==> src/rtl/leg_branch_unit.sv <==
`default_nettype none
// ============================================================================
// Module      : leg_branch_unit
// Description : LEG next-PC selection with hardware return stack and a
//               sticky stack-fault flag that freezes the PC.
// Revision    : 1.0 - initial release
// ============================================================================
module leg_branch_unit #(
    parameter int          STACK_DEPTH = 8,
    parameter logic [7:0]  RESET_PC    = 8'h00,
    parameter logic [7:0]  PC_STEP     = 8'd4,
    localparam int         SP_W        = $clog2(STACK_DEPTH + 1)
) (
    input  logic            clk,
    input  logic            rst,
    input  logic            en,
    input  logic [7:0]      opcode,
    input  logic            cond_true,
    input  logic [7:0]      target,
    output logic [7:0]      pc,
    output logic            redirect,
    output logic [SP_W-1:0] sp,
    output logic            stack_full,
    output logic            stack_empty,
    output logic            fault
);

    localparam int              IDX_W  = $clog2(STACK_DEPTH);
    localparam logic [SP_W-1:0] c_full = SP_W'(STACK_DEPTH);
    localparam logic [SP_W-1:0] c_one  = SP_W'(1);

    logic [7:0]       r_pc;
    logic [SP_W-1:0]  r_sp;
    logic             r_redirect;
    logic             r_fault;
    logic [7:0]       r_stack [STACK_DEPTH];

    logic [5:0]       w_op;
    logic             w_is_cond;
    logic             w_is_call;
    logic             w_is_ret;
    logic [7:0]       w_seq_pc;
    logic             w_full;
    logic             w_empty;
    logic             w_accept;
    logic [SP_W-1:0]  w_sp_dec;
    logic [IDX_W-1:0] w_push_idx;
    logic [IDX_W-1:0] w_pop_idx;
    logic             w_unused_flags;

    // Immediate-flag bits are decoded elsewhere in the pipeline.
    assign w_unused_flags = &opcode[7:6];

    assign w_op       = opcode[5:0];
    assign w_is_cond  = (w_op >= 6'h20) && (w_op <= 6'h25);
    assign w_is_call  = (w_op == 6'h26);
    assign w_is_ret   = (w_op == 6'h27);
    assign w_seq_pc   = r_pc + PC_STEP;
    assign w_full     = (r_sp == c_full);
    assign w_empty    = (r_sp == '0);
    assign w_accept   = en && !r_fault;
    assign w_sp_dec   = r_sp - c_one;
    assign w_push_idx = r_sp[IDX_W-1:0];
    assign w_pop_idx  = w_sp_dec[IDX_W-1:0];

    always_ff @(posedge clk) begin
        if (rst) begin
            r_pc       <= RESET_PC;
            r_sp       <= '0;
            r_redirect <= 1'b0;
            r_fault    <= 1'b0;
        end else begin
            r_redirect <= 1'b0;
            if (w_accept) begin
                if (w_is_call) begin
                    if (w_full) begin
                        r_fault <= 1'b1;
                    end else begin
                        r_sp       <= r_sp + c_one;
                        r_pc       <= target;
                        r_redirect <= 1'b1;
                    end
                end else if (w_is_ret) begin
                    if (w_empty) begin
                        r_fault <= 1'b1;
                    end else begin
                        r_sp       <= w_sp_dec;
                        r_pc       <= r_stack[w_pop_idx];
                        r_redirect <= 1'b1;
                    end
                end else if (w_is_cond && cond_true) begin
                    r_pc       <= target;
                    r_redirect <= 1'b1;
                end else begin
                    r_pc <= w_seq_pc;
                end
            end
        end
    end

    // Stack storage is deliberately not reset; entries at or above sp are never read.
    always_ff @(posedge clk) begin
        if (!rst && w_accept && w_is_call && !w_full) begin
            r_stack[w_push_idx] <= w_seq_pc;
        end
    end

    assign pc          = r_pc;
    assign redirect    = r_redirect;
    assign sp          = r_sp;
    assign fault       = r_fault;
    assign stack_full  = w_full;
    assign stack_empty = w_empty;

endmodule
`default_nettype wire
==> config.mk <==
export PLATFORM = sky130hd
export DESIGN_NAME = leg_branch_unit
export DESIGN_NICKNAME = d
export VERILOG_FILES = /design/src/rtl/leg_branch_unit.sv
export SDC_FILE = /design/constraint.sdc
export NUM_CORES = 1
export LEC_CHECK = 0
export BUFFER_PORTS_ARGS = -buffer_cell sky130_fd_sc_hd__buf_2
export CAP_MARGIN = 30
export CORE_ASPECT_RATIO = 0.9
export CORE_MARGIN = 2
export CORE_UTILIZATION = 55
export DETAILED_ROUTE_END_ITERATION = 6
export HOLD_SLACK_MARGIN = 0.02
export MAX_ROUTING_LAYER = met4
export PLACE_DENSITY_LB_ADDON = 0.3
export SLEW_MARGIN = 10
export SYNTH_ARGS = -nofsm -noshare
export SYNTH_HDL_FRONTEND = slang
export SYNTH_SLANG_ARGS = --single-unit
export TNS_END_PERCENT = 1
==> constraint.sdc <==
create_clock -name clk -period 6.12 [get_ports clk]
set_input_delay 0.612 -clock clk [delete_from_list [all_inputs] [get_ports clk]]
set_output_delay 0.612 -clock clk [all_outputs]
set_load 0.005 [all_outputs]
==> results.py <==
metrics = {
    "critical_path": {
        "crit_arrival_ns": 3.02,
        "cp_slowest_stage_delay_ns": 0.71,
        "cp_slowest_cell": "nor2_1",
        "worstPathMaxFanout": 8,
        "crit_family": "simple AND/OR/NAND/NOR gates",
        "crit_required_ns": 6.09,
        "crit_chain": "inv_1, ha_1, nor2b_1, and2_1, nor4_1, nand2_1, nor2_1",
        "criticalPathCategory": "reg2reg",
        "cp-end-kind": "flop",
        "crit_buf_inv": 1,
        "cp-start-kind": "flop",
    },
    "sta": {
        "rsz0062_at_grt": "false",
        "min_period_ns": 3.05,
        "relSlewSlack_pct": 40.0,
        "fmax_ghz": 0.328,
        "fin_skew_ns": 0.0137,
        "report.final.slew_viol_count": 0,
        "finalCritPeriodShare_pct": 49.8,
        "tns_ns": 0,
        "tightest_slew_ns": 0.897,
        "setup_viol": 0,
        "final_hold_viol_count": 0,
        "whs_ns": 0.502,
    },
    "floorplan": {
        "die_area_um2": 6690,
        "die_w_um": 86.0,
        "rows": 26,
        "ioPinCount": 36,
        "core_area_um2": 5760,
        "initial_core_util_pct": 57.8,
        "fp.dieH_um": 77.8,
    },
    "clock_tree": {
        "clockBufferDepth": 2,
        "h-tree-depth": 3,
        "postCtsHoldBufs": 0,
        "clk_pin_slew_worst_paths_ns": 0.09,
        "clk_latency_ns": 0.35,
        "cts_root_buf": "clkbuf_8",
        "cts_tree": "built",
        "cts_post_setup_buffers_inserted": 0,
        "cts_sinks": 78,
        "postCtsResizedCells": 0,
        "numCtsBuffers": 9,
    },
    "placed_design": {
        "portBuffers": 33,
        "place.gp.congestion": 0.845,
        "dpl.hpwl_um": 4180,
    },
    "finish": {
        "antenna_cells": 0,
        "final_core_util_pct": 65.6,
        "fin_nets": 280,
        "syn_to_final_growth_pct": 13.5,
        "final_common_cell": "edfxtp_1",
        "drive_gt1_share_pct": 27.6,
        "final_cell_mix": "edfxtp_1, buf_2, nand2_1",
    },
    "routing": {
        "drt_pass1_iterations": 4,
        "wl_per_cell_um": 18.1,
        "dr.max_layer_used": "met4",
        "via_count": 1934,
        "wirelength_met1_um": 2540,
        "viasPerCell": 5.84,
        "drt_iter0_drc": 79,
        "met2WireLength_um": 3030,
        "route.met3.wl_um": 364,
        "antenna_left": 0,
        "drc": 0,
        "totalWireLength_um": 6000,
    },
    "pwr": {
        "pwr-share-seq_pct": 55.9,
        "powerDensity_nw_per_um2": 275,
        "intPower_mw": 0.824,
        "p_sw_mw": 0.214,
        "swShare_pct": 20.6,
        "vdd_drop_max_mv": 0.253,
        "p_leak_nw": 1.32,
        "clkPwrFrac_pct": 40.3,
        "power_frac_comb_pct": 3.8,
    },
    "global_route": {
        "grt_pass1_wl_um": 9290,
        "grtUsageTotal_pct": 19.8,
        "first_global_vias": 1829,
        "grt_overflow_total": 0,
        "grt_max_degree": 18,
        "antenna_found_initial": 0,
    },
    "worst_hold_path": {
        "hp-class": "in2reg",
    },
    "logic_synthesis": {
        "yosysSeqAreaShare_pct": 66.2,
        "ys_ff_latch": 78,
        "synth_cell_types": 43,
        "synth_top_area_share_pct": 57.7,
        "synthFlopType": "edfxtp_1",
        "synthArstFlopShare_pct": 0,
        "synth_fp_nets": 242,
        "yosys.area.top_type": "edfxtp_1",
        "synth_edf_count": 64,
        "syn-instance-count": 218,
        "synth_area_per_cell_um2": 15.3,
        "ys.warnings.count": 0,
        "syn_area_um2": 3330,
        "synthTopCellsByArea": "edfxtp_1, mux4_2, dfxtp_1, nand2_1, nor2_1",
    },
    "run": {
        "drv_cap": 0,
    },
    "status": {
        "status": "complete, no violations",
    },
}
==> metal layers <==
metal	global-route usage [%]	vias to the layer above
li1	-	918
met1	25.4	955
met2	31.0	54
met3	5.43	7
met4	6.67	0
met5	-	-
==> cell families (layout without fill, tap and decap cells) <==
kind of cell / after synthesis / in the layout / synth area share, %
compound gates: 24 / 24 / 5.56
xor+xnor: 11 / 11 / 3.12
fa+ha+maj: 4 / 4 / 1.50
buf+inv: 13 / 56 / 2.03
flops: 78 / 78 / 66.2
mux: 18 / 18 / 11.5
simple gates: 70 / 70 / 10.1
==> registers in the layout, indices dropped and copies added, names as in the netlist <==
name,flops
fault,1
pc,8
r_stack,64
redirect,1
sp,4
==> worst register-to-register path: cells and delay by family, from the launching register on <==
kind / cells / cell delay [ns]
adder cells (fa/ha/maj): 1 / 0.27
buffers and inverters: 1 / 0.24
flip-flops: 1 / 0.55
AND/OR/NAND/NOR: 5 / 1.61
==> synthesized netlist by cell type (3+ instances only) <==
cell / count
edfxtp_1: 64
nand2_1: 22
nor2_1: 20
mux4_2: 15
dfxtp_1: 14
nand3_1: 9
xnor2_1: 5
xor2_1: 5
a21oi_1: 4
ha_1: 4
inv_1: 4
nor3_1: 4
o2bb2ai_1: 4
buf_2: 3
nand2b_1: 3
o22ai_1: 3
==> cell type report <==
type,instances,area (um2)
well taps,70,87.6
flip-flops and latches,78,2200
fillers,422,1980
inverters,4,15.0
clock buffers,9,124
repair buffers,36,195
clock inverters,7,96.3
multi-input cells,127,1060
==> stage by stage <==
step	power [mW]	setup WS, ns	cells	instance area (um2)
2_1_floorplan	0.616	3.11	218	3330
3_3_place_gp	0.631	2.34	314	3540
3_5_place_dp	0.632	2.81	315	3560
4_1_cts	1.05	3.04	331	3780
5_1_grt	1.07	2.84	331	3780
6_report	1.04	3.07	331	3780
==> power groups by stage <==
stage	Combinational, mW	Clock [mW]	Sequential, mW
4_1_cts	0.0397	0.428	0.580
6_report	0.0394	0.419	0.580
3_5_place_dp	0.0398	0	0.592
5_1_grt	0.0436	0.448	0.581
3_3_place_gp	0.0387	0	0.592
2_1_floorplan	0.0246	0	0.591
==> worst paths after layout <==
path / startpoint / endpoint / slack, ns / cells past startpoint
max: sp[0] / r_stack[2][7] / 3.07 / 7
max reg2reg: sp[0] / r_stack[2][7] / 3.07 / 7
min: en / fault / 0.50 / 3
min reg2reg: pc[7] / pc[7] / 0.50 / 1
Power figures use the tool's default switching activity.
